## config.mk

```make
export PLATFORM = sky130hd
export DESIGN_NAME = scoreboard_hazard_unit
export DESIGN_NICKNAME = d
export VERILOG_FILES = /design/src/rtl/scoreboard_hazard_unit.sv
export SDC_FILE = /design/constraint.sdc
export NUM_CORES = 1
export LEC_CHECK = 0
export CAP_MARGIN = 25
export CORE_AREA = 3 3 92 94
export DETAILED_ROUTE_END_ITERATION = 8
export DIE_AREA = 0 0 95 97
export GPL_TIMING_DRIVEN = 1
export HOLD_SLACK_MARGIN = 0.12
export PLACE_DENSITY = 0.82
export SLEW_MARGIN = 20
export SYNTH_ARGS = -nofsm -noshare
export SYNTH_HDL_FRONTEND = slang
export SYNTH_SLANG_ARGS = --single-unit
export TNS_END_PERCENT = 5
```

## constraint.sdc

```tcl
create_clock -name clk -period 3.7 [get_ports clk]
set_input_delay 0.74 -clock clk [delete_from_list [all_inputs] [get_ports clk]]
set_output_delay 0.74 -clock clk [all_outputs]
set_load 0.02 [all_outputs]
```

## src/rtl/scoreboard_hazard_unit.sv

```systemverilog
// rtl/scoreboard_hazard_unit.sv - pending-register scoreboard and ID stall unit for long-latency ops
module scoreboard_hazard_unit #(
  parameter int MAX_OUTSTANDING = 4,
  parameter int TIMEOUT_CYCLES  = 256,
  parameter int CNT_W           = 3
) (
  input  logic             clk,
  input  logic             reset,
  input  logic [0:4]       id_rA_address,
  input  logic             id_rA_used,
  input  logic [0:4]       id_rB_address,
  input  logic             id_rB_used,
  input  logic             id_issue_valid,
  input  logic [0:4]       id_rD_address,
  input  logic             id_issue_long,
  input  logic             wb_valid,
  input  logic [0:4]       wb_rD_address,
  output logic             stall,
  output logic [0:31]      pending_vector,
  output logic [0:CNT_W-1] outstanding_count,
  output logic             timeout_error
);

  localparam int SC_W = $clog2(TIMEOUT_CYCLES + 1);

  typedef enum logic [1:0] {
    RUN   = 2'd0,
    STALL = 2'd1,
    ERROR = 2'd2
  } state_t;

  state_t           state;
  state_t           state_next;
  logic [SC_W-1:0]  stall_cycles;
  logic [SC_W-1:0]  cycles_next;
  logic [SC_W-1:0]  cycles_inc;

  logic [0:31]      pend_eff;
  logic [0:31]      pending_next;
  logic [0:CNT_W-1] count_next;

  logic             raw_a;
  logic             raw_b;
  logic             waw;
  logic             full;
  logic             accept;

  // A register completing this cycle is forwarded by WB, so it no longer blocks ID; r0 never blocks.
  always_comb begin
    pend_eff = '0;
    for (int i = 1; i < 32; i++) begin
      pend_eff[i] = pending_vector[i] & ~(wb_valid && (wb_rD_address == 5'(i)));
    end
  end

  // Hazard detection: RAW on either source, WAW on the destination, or no free long-op slot.
  always_comb begin
    raw_a  = id_rA_used && (id_rA_address != 5'd0) && pend_eff[id_rA_address];
    raw_b  = id_rB_used && (id_rB_address != 5'd0) && pend_eff[id_rB_address];
    waw    = id_issue_valid && (id_rD_address != 5'd0) && pend_eff[id_rD_address];
    full   = id_issue_valid && id_issue_long &&
             (outstanding_count == CNT_W'(MAX_OUTSTANDING)) && !wb_valid;
    stall  = raw_a || raw_b || waw || full;
    accept = id_issue_valid && id_issue_long && !stall;
  end

  // Next scoreboard: clear the completing register first so a same-cycle re-issue wins.
  always_comb begin
    pending_next = pending_vector;
    if (wb_valid && (wb_rD_address != 5'd0)) begin
      pending_next[wb_rD_address] = 1'b0;
    end
    if (accept && (id_rD_address != 5'd0)) begin
      pending_next[id_rD_address] = 1'b1;
    end
  end

  // Next in-flight count: issue and completion in one cycle cancel; completion never underflows.
  always_comb begin
    count_next = outstanding_count;
    if (accept && !wb_valid) begin
      count_next = outstanding_count + 1'b1;
    end else if (!accept && wb_valid && (outstanding_count != '0)) begin
      count_next = outstanding_count - 1'b1;
    end
  end

  // Scoreboard and in-flight counter registers.
  always_ff @(posedge clk or posedge reset) begin
    if (reset) begin
      pending_vector    <= '0;
      outstanding_count <= '0;
    end else begin
      pending_vector    <= pending_next;
      outstanding_count <= count_next;
    end
  end

  // Stall watchdog next state: count consecutive stalled cycles, trap in ERROR on timeout.
  always_comb begin
    state_next  = state;
    cycles_next = stall_cycles;
    cycles_inc  = stall_cycles + 1'b1;
    case (state)
      RUN: begin
        if (stall) begin
          cycles_next = SC_W'(1);
          state_next  = (TIMEOUT_CYCLES <= 1) ? ERROR : STALL;
        end
      end
      STALL: begin
        if (stall) begin
          cycles_next = cycles_inc;
          if (cycles_inc >= SC_W'(TIMEOUT_CYCLES)) begin
            state_next = ERROR;
          end
        end else begin
          cycles_next = '0;
          state_next  = RUN;
        end
      end
      ERROR: begin
        state_next = ERROR;
      end
      default: begin
        state_next  = RUN;
        cycles_next = '0;
      end
    endcase
  end

  // Watchdog state register.
  always_ff @(posedge clk or posedge reset) begin
    if (reset) begin
      state        <= RUN;
      stall_cycles <= '0;
    end else begin
      state        <= state_next;
      stall_cycles <= cycles_next;
    end
  end

  assign timeout_error = (state == ERROR);

endmodule

```

==> impl_metrics.toml <==
[status]
status = "finished, violations left"
violations = "setup timing"

[placement]
portBuffers = 63
place_ws_ns = -0.746
gp_congestion = 1.01
dpl-instance-area_um2 = 5050
place_hpwl_um = 10500

[worst_setup_path]
end_kind = "flip-flop"
worst_path_max_delay_cell = "fa_1"
critPathBufInv = 2
crit_chain = "clkdlybuf4s50_1, or3b_4, or3_1, o311ai_1, o31a_1, nor4_4, a31oi_4, buf_6, nand3_4, fa_1, mux2_4, a221o_1"
cpPeakStageDelay_ns = 0.53
cp.required_ns = 3.90
crit_fanout = 3
worstPathArrival_ns = 3.93
setup.worst_path.class = "primary input to flip-flop"
crit_family = "simple AND/OR/NAND/NOR gates"
startpoint_type = "primary input"

[route]
first_pass_iters = 5
vias = 4209
drt_iter0_drc = 554
drt-total-wl_um = 13700
ant_nets = 0
wl_per_cell_um = 20.9
vias_per_cell = 6.41
drcViolationCount = 0

[floorplan]
chipWidth_um = 95
core_um2 = 7730
io-pin-count = 64
die_h_um = 97
start_util_pct = 45.9
die_area_um2 = 9220
fp-row-count = 32

[finish]
n_antenna_cell = 0
fin_area_um2 = 5390
final_nets = 583
areaGrowthSynthToFinish_pct = 52.0
fillerInstances = 594
drive_gt1_share_pct = 34.4

[logic_synthesis]
synth_cells = 391
synth_nets = 420
ys_seq_elements = 46
ys_async_sr_fraction_pct = 100
yosys_warnings = 0
ys_types = 67
netlist_area_um2 = 3550
ys.flop_type = "dfrtp_1"
ys_seq_area_share_pct = 32.5
synth_area_per_cell_um2 = 9.07
synth_edf_count = 0

[grt]
grt_max_degree = 25
grt.overflow.total = 0
track_usage_pct = 29.1
grt_pass1_wl_um = 20800
antenna_found_initial = 0
grt_pass1_vias = 3936

[power]
leakagePower_nw = 2.24
power_density_nw_per_um2 = 375
vdd_drop_max_v = 0.000255

[cts]
cts.sinks = 46
cts_buffers = 5
htreeDepth = 2
cts_tree = "yes"
clk_root_buffer_cell = "clkbuf_8"
cts.clk_slew.worst_paths_ns = 0.10
ctsLongestPathBuffers = 2
hold_buffers = 0
clock_latency_ns = 0.30

[timing]
hold_viol = 0
fmax_mhz = 268
worst_pin_slew_ns = 0.873
maxSlewHeadroom_pct = 41.4
holdWs_ns = 0.395
min_period_ns = 3.73
period_share_pct = 101
finalClockSkew_ns = 0.0107
fin_ws_ns = -0.0320
rsz0062_at_grt = "yes"
setup_tns_ns = -0.0476
setup_viol = 2
finalMaxSlewViolations = 0

[flow_run]
cap_violations = 0

[min_path]
hold_path_class = "flip-flop to flip-flop"
## layout make-up
type / count / area [µm²] / share of cell area (%)
timing repair buffer: 186 / 1550 / 28.8
tap: 102 / 128 / 2.37
multi-input combinational: 303 / 2400 / 44.5
clock buffer: 5 / 68.8 / 1.28
clock inverter: 3 / 43.8 / 0.812
sequential: 46 / 1150 / 21.3
inverter: 12 / 47.5 / 0.882
## metrics by stage
stage | std cells | util, % | power [mW]
6_report | 657 | 69.8 | 2.02
5_1_grt | 657 | 69.8 | 2.12
4_1_cts | 653 | 68.8 | 1.99
3_5_place_dp | 640 | 65.3 | 1.57
3_3_place_gp | 640 | 65.3 | 1.55
2_1_floorplan | 391 | - | 1.12
## state kept, by name, indices dropped and copies added (netlist names)
| name | count |
|---|---|
| stall_cycles | 9 |
| outstanding_count | 3 |
| pending_vector | 32 |
| state | 2 |
## worst paths after layout
kind | to | from | depth (start not counted) | slack, ns
min in group asynchronous | pending_vector[26] | reset | 2 | 0.82
hold / removal | pending_vector[0] | pending_vector[0] | 0 | 0.40
hold reg to reg | pending_vector[0] | pending_vector[0] | 0 | 0.40
max in group asynchronous | pending_vector[7] | reset | 3 | 2.12
setup / recovery | outstanding_count[1] | id_rD_address[2] | 12 | -0.03
setup reg to reg | outstanding_count[1] | pending_vector[8] | 11 | 0.54
## synth_stat cells (8+ instances only)
master    count  area share, %
nand3_1      10            1.4
o21ai_1      16            2.3
mux2i_1      22            6.2
o21ai_0      39            5.5
inv_1         9           0.95
nor2_1       14            1.5
nand2b_1      9            1.6
buf_2        11            1.6
nor3_1        8            1.1
dfrtp_1      46             32
nand3b_1      8            1.7
mux2_2        8            2.5
nor2b_1       8            1.4
o41ai_1      15            3.7
o211ai_1     11            2.3
nand2_1      26            2.8
clkbuf_1     17            1.8
## worst reg2reg max path, cell delays in order, from the launching register on
cell and delay [ns]:
dfrtp_1 0.45, o21ai_4 0.09, buf_4 0.14, mux4_2 0.45
o2111a_1 0.28, nor4_4 0.35, a31oi_4 0.06, buf_6 0.14
nand3_4 0.07, fa_1 0.43, mux2_4 0.29, a221o_1 0.29
## power by group
part,total [mW],internal (mW),switching (mW)
clock,0.391,0.203,0.188
combinational,0.935,0.476,0.460
sequential,0.697,0.582,0.115
## placed cells by master (no fill, tap or decap), types with 9 or more instances in the layout
| cell type | Yosys | layout |
|---|---|---|
| nand3_1 | 10 | 9 |
| mux2i_1 | 22 | 22 |
| clkdlybuf4s50_1 | 0 | 53 |
| o41ai_1 | 15 | 15 |
| nor2_1 | 14 | 14 |
| o211ai_1 | 11 | 11 |
| dfrtp_1 | 46 | 46 |
| nand2_1 | 26 | 25 |
| o21ai_0 | 39 | 30 |
| o21ai_1 | 16 | 16 |
| buf_4 | 0 | 118 |
## repair_timing
action / CTS / global route
buffers inserted: 5 / 4
endpoints found under the hold margin: 0 / 0
setup endpoints to repair: 10 / 2
gates resized for setup: 63 / 19
pin swaps: 14 / 8
## cells by family (layout without fill, tap and decap cells)
kind of cell             after synthesis  in the layout  share of synthesized area (%)
AO/OA/AOI/OAI                        134            134                           26.2
AND/OR/NAND/NOR                      118            118                           19.4
flip-flops                            46             46                           32.5
buffers and inverters                 42            206                           4.83
multiplexers                          38             38                           13.5
XOR/XNOR                              11             11                           2.72
adder cells (fa/ha/maj)                2              2                          0.917
## layer usage
layer	vias to the layer above	GRT usage [%]	part of all wire, %
met5	-	0	0
met4	0	6.55	2.8
met3	62	4.51	9.2
met2	291	47.7	48
met1	2006	40.4	40
li1	1850	-	-
(Power assumes the default switching activity.)
